<file path="src/rtl/seg7_scan_ctrl.sv">
// Four-digit common-anode 7-segment scan controller with tear-free display-word updates.
// Define SEG7_LZ_BLANK_EN to darken leading-zero digits (digit 0 always lit).
module seg7_scan_ctrl #(
  parameter int DWELL        = 50000,
  parameter int BLANK_CYCLES = 2,
  parameter int CNT_W        = 16
) (
  input  logic        clk,
  input  logic        rst,
  input  logic        en,
  input  logic [15:0] value,
  input  logic        load,
  output logic [3:0]  dig_code,
  output logic [3:0]  ga,
  output logic [1:0]  digit_idx,
  output logic        frame_done,
  output logic [1:0]  state_dbg
);

  typedef enum logic [1:0] {
    IDLE  = 2'd0,
    SHOW  = 2'd1,
    BLANK = 2'd2
  } state_e;

  localparam logic [CNT_W-1:0] DWELL_LAST = CNT_W'(DWELL - 1);
  localparam logic [CNT_W-1:0] BLANK_LAST =
    (BLANK_CYCLES > 0) ? CNT_W'(BLANK_CYCLES - 1) : '0;

  state_e             state_q, state_d;
  logic [1:0]         idx_q, idx_d;
  logic [CNT_W-1:0]   cnt_q, cnt_d;
  logic [15:0]        disp_q, disp_d;
  logic [15:0]        pend_q, pend_d;
  logic               pend_v_q, pend_v_d;
  logic [3:0]         ga_q, ga_d;
  logic [3:0]         dig_q, dig_d;
  logic               fd_q, fd_d;
  logic               start_frame;
  logic               wrap;

  always_ff @(posedge clk or posedge rst) begin
    if (rst) begin
      state_q  <= IDLE;
      idx_q    <= 2'd0;
      cnt_q    <= '0;
      disp_q   <= 16'h0000;
      pend_q   <= 16'h0000;
      pend_v_q <= 1'b0;
      ga_q     <= 4'b1111;
      dig_q    <= 4'h0;
      fd_q     <= 1'b0;
    end else begin
      state_q  <= state_d;
      idx_q    <= idx_d;
      cnt_q    <= cnt_d;
      disp_q   <= disp_d;
      pend_q   <= pend_d;
      pend_v_q <= pend_v_d;
      ga_q     <= ga_d;
      dig_q    <= dig_d;
      fd_q     <= fd_d;
    end
  end

  // start_frame marks every entry into SHOW idx 0; wrap only the ones coming from digit 3.
  always_comb begin
    state_d     = state_q;
    idx_d       = idx_q;
    cnt_d       = cnt_q;
    start_frame = 1'b0;
    wrap        = 1'b0;
    case (state_q)
      IDLE: begin
        if (en) begin
          state_d     = SHOW;
          idx_d       = 2'd0;
          cnt_d       = '0;
          start_frame = 1'b1;
        end
      end
      SHOW: begin
        if (!en) begin
          state_d = IDLE;
          idx_d   = 2'd0;
          cnt_d   = '0;
        end else if (cnt_q == DWELL_LAST) begin
          cnt_d = '0;
          if (BLANK_CYCLES > 0) begin
            state_d = BLANK;
          end else begin
            idx_d       = idx_q + 2'd1;
            start_frame = (idx_q == 2'd3);
            wrap        = (idx_q == 2'd3);
          end
        end else begin
          cnt_d = cnt_q + 1'b1;
        end
      end
      BLANK: begin
        if (!en) begin
          state_d = IDLE;
          idx_d   = 2'd0;
          cnt_d   = '0;
        end else if (cnt_q == BLANK_LAST) begin
          state_d     = SHOW;
          idx_d       = idx_q + 2'd1;
          cnt_d       = '0;
          start_frame = (idx_q == 2'd3);
          wrap        = (idx_q == 2'd3);
        end else begin
          cnt_d = cnt_q + 1'b1;
        end
      end
      default: begin
        state_d = IDLE;
        idx_d   = 2'd0;
        cnt_d   = '0;
      end
    endcase
  end

  always_comb begin
    pend_d   = pend_q;
    pend_v_d = pend_v_q;
    disp_d   = disp_q;
    ga_d     = 4'b1111;
    dig_d    = dig_q;
    fd_d     = wrap;
    if (load) begin
      pend_d   = value;
      pend_v_d = 1'b1;
    end
    // A load coinciding with the frame boundary bypasses the pending register.
    if (start_frame) begin
      if (load) begin
        disp_d = value;
      end else if (pend_v_q) begin
        disp_d = pend_q;
      end
      pend_v_d = 1'b0;
    end
    if (state_d == SHOW) begin
      ga_d  = ~(4'b0001 << idx_d);
      dig_d = disp_d[{idx_d, 2'b00} +: 4];
`ifdef SEG7_LZ_BLANK_EN
      if ((idx_d != 2'd0) && ((disp_d >> {idx_d, 2'b00}) == 16'h0000)) begin
        ga_d = 4'b1111;
      end
`else
`endif
    end
  end

  assign dig_code   = dig_q;
  assign ga         = ga_q;
  assign digit_idx  = idx_q;
  assign frame_done = fd_q;
  assign state_dbg  = state_q;

endmodule
</file>
<file path="config.mk">
export PLATFORM = sky130hd
export DESIGN_NAME = seg7_scan_ctrl
export DESIGN_NICKNAME = d
export VERILOG_FILES = /design/src/rtl/seg7_scan_ctrl.sv
export SDC_FILE = /design/constraint.sdc
export NUM_CORES = 1
export LEC_CHECK = 0
export ABC_AREA = 1
export BUFFER_PORTS_ARGS = -buffer_cell sky130_fd_sc_hd__buf_2
export CAP_MARGIN = 20
export CORE_UTILIZATION = 43
export CTS_CLUSTER_SIZE = 10
export DETAILED_ROUTE_END_ITERATION = 10
export PLACE_DENSITY_LB_ADDON = 0.3
export SLEW_MARGIN = 20
export SYNTH_ARGS = -nofsm -noshare
export SYNTH_HDL_FRONTEND = slang
export SYNTH_SLANG_ARGS = --single-unit
export TNS_END_PERCENT = 20
</file>
<file path="constraint.sdc">
create_clock -name clk -period 2.16 [get_ports clk]
set_clock_uncertainty 0.15 [all_clocks]
set_input_delay 0.54 -clock clk [delete_from_list [all_inputs] [get_ports clk]]
set_output_delay 0.54 -clock clk [all_outputs]
set_load 0.02 [all_outputs]
</file>
==> impl_results.md <==
- Failing checks: setup timing
- CTS tree: yes
- Crit path launch: cnt_q[1]
- # fillers: 745
- CP Max Fanout: 8
- Crit. End Element: flip-flop
- Syn_nets: 491
- Max Slew Vio Count: 0
- Reg-to-Reg Start: cnt_q[1]
- Setup crit start kind: flip-flop
- Worst-Skew Late Latency: 0.34 ns
- Rows: 32
- Final cycle utilization of the critical path: 1.02
- Yosys top cell by area: dfrtp_1
- Max Buffers Root-to-Sink: 2
- Finished Cell Area: 0.00423 mm2
- Power density over the cells: 942 mW/mm2
- First-pass GRT wire length: 13200 um
- Hold crit path type: input pin to async pin
- Vias in the first global route: 2833
- Setup crit end: dig_code[0]
- Total GRT Usage: 0.196
- Drt wl/cell: 13.0 um
- Post-route ant nets: 0
- Die Ht: 91.9 um
- Initial core utilization: 0.447
- Post-synth top area share: 0.418
- Hold Buf Count CTS: 0
- Final min period: 2.21 ns
- CP Data Required Time: 2.24 ns
- Final nets: 542
- Top cells by area, synth: dfrtp_1, nand2_1, o21ai_0, inv_1, nand3_1
- Fraction of layout cells with a size suffix above 1: 0.279
- Mapped Cells: 464
- Final WS setup: -0.0492 ns
- CTS root buf: clkbuf_8
- # Max-Cap Violations: 0
- Initial antenna violation count: 0
- Top-count cell post-synth: nand2_1
- Syn avg cell area: 7.48 um2
- Worst vdd ir: 0.000549 V
- Reg clk slew, reported paths: 0.07 ns
- CTS sink count: 62
- GRT overflow: 0
- Register area share after synthesis: 0.448
- Iteration-0 DRC Markers: 224
- Ys flop type: dfrtp_1
- Vias/cell: 5.01
- Core region area: 0.00777 mm2
- DRC errors left: 0
- IO Pins: 33
- Mapped Area: 0.00347 mm2
- Finish-stage setup viols: 3
- HPWL Detailed: 5260 um
- Synth Register Bits: 62
- Async set or reset register ratio after synthesis: 1.00
- Outcome: finished with violations
- Placed cell area: 0.00381 mm2
- Fmax: 0.453 GHz
- Largest net degree at the start of global routing: 66
- R2r setup slk: -0.05 ns
- Yosys cell types: 35
- Top cells by count, synth: nand2_1, dfrtp_1, inv_1
- Leak pwr: 2.13 nW
- Worst-Margin Slew: 0.501 ns
- WP data arrival: 2.29 ns
- Vias: 3104
- RR Endpoint: dig_code[0]
- GPL Wtd Cong: 0.868
- # port buffers: 32
- Setup TNS: -0.117 ns
- R2r worst-path depth: 16
- Area Overhead vs Synth: 21.9%
- N_diodes: 0
- Warning count from the yosys run: 0
- Die area: 0.00844 mm2
- RSZ-0062 raised after global routing: yes
- CTS Buf Count: 9
- First-pass detailed-route iteration total: 4
- EDFF count, synth: 0
- Fin Hold WS: 0.127 ns
- H-tree depth: 3
- Die W: 91.9 um
- Hold Violations, Final: 0
- WS Path Type: flip-flop to flip-flop
- Post-Layout Cell Count: 619
- Routed wire length: 8060 um
- Rel. slew slack: 0.663
- Cells after DPL: 596
state kept, by name, summed over array words and instances (netlist names):
register    flops
pend_v_q        1
state_dbg       2
frame_done      1
pend_q         16
digit_idx       2
dig_code        4
cnt_q          16
ga              4
disp_q         16
power by group:
part           total [W]  switching (W)  internal [W]
sequential       0.00155       0.000158       0.00140
combinational    0.00154       0.000976      0.000562
clock           0.000895       0.000439      0.000456
critical path, cell delays in order (launching register included):
cell	delay (ns)
dfrtp_1	0.41
inv_2	0.09
ha_4	0.13
inv_2	0.04
nor2_4	0.11
nand3_2	0.10
nor2_4	0.14
nand4_4	0.20
buf_12	0.23
nand3_1	0.08
nand2_2	0.08
nand2_1	0.06
nand2_1	0.07
nand2_1	0.06
nand2_1	0.05
nand2_1	0.05
nand2_1	0.05
worst min-delay path by stage:
stage | slack [ns] | endpoint | start
after global placement | 0.32 | pend_q[1] | pend_q[1]
after floorplan | 0.30 | pend_q[0] | pend_q[0]
after global routing | 0.17 | cnt_q[10] | rst
after detailed placement | 0.32 | dig_code[1] | dig_code[1]
final | 0.13 | cnt_q[10] | rst
after CTS | 0.15 | cnt_q[10] | rst
kinds of logic (layout without fill, tap and decap cells):
family / Yosys count / after routing / share of synthesized area
xor+xnor: 5 / 5 / 0.0126
fa+ha+maj: 7 / 7 / 0.0252
simple gates: 273 / 274 / 0.352
buf+inv: 64 / 116 / 0.0771
flops: 62 / 62 / 0.448
compound gates: 53 / 53 / 0.0850
stage by stage:
stage          total power (W)  setup slack [ns]   util
2_1_floorplan          0.00253            0.0224      -
3_3_place_gp           0.00285           0.00643  0.490
3_5_place_dp           0.00286           -0.0252  0.490
4_1_cts                0.00379           0.00284  0.518
5_1_grt                0.00426            -0.195  0.545
6_report               0.00399           -0.0492  0.545
layout make-up:
cell class	count	area, um2	area share
Tap cell	102	128	0.0302
Inverter	48	190	0.0449
Clock inverter	2	10.0	0.00236
Clock buffer	11	151	0.0358
Sequential cell	62	1560	0.368
Timing Repair Buffer	55	388	0.0916
Multi-Input combinational cell	339	1810	0.427
timing repair:
| item | in CTS | in global routing |
|---|---|---|
| setup endpoints to repair | 8 | 19 |
| setup buffers | 4 | 4 |
| cloned | 0 | 2 |
| gates resized for setup | 5 | 37 |
| pin swaps | 1 | 15 |
placed cells by master, fill, tap and decap left out, types with 5 or more instances in the layout:
cell type  count
buf_2         32
buf_4         19
clkbuf_8      11
dfrtp_1       58
ha_1           6
inv_1         40
nand2_1      161
nand2_2       30
nand3_1       17
nand3_2       14
nor2_1        24
nor2_2         5
nor3_1         6
o21ai_0       39
per-layer routing:
| metal | vias up | global-route usage | part of all wire |
|---|---|---|---|
| li1 | 1564 | - | - |
| met1 | 1458 | 0.275 | 0.48 |
| met2 | 63 | 0.297 | 0.46 |
| met3 | 19 | 0.0307 | 0.031 |
| met4 | 0 | 0.0938 | 0.025 |
| met5 | - | 0 | 0 |
Note: power is estimated with default switching activity, not from simulation.
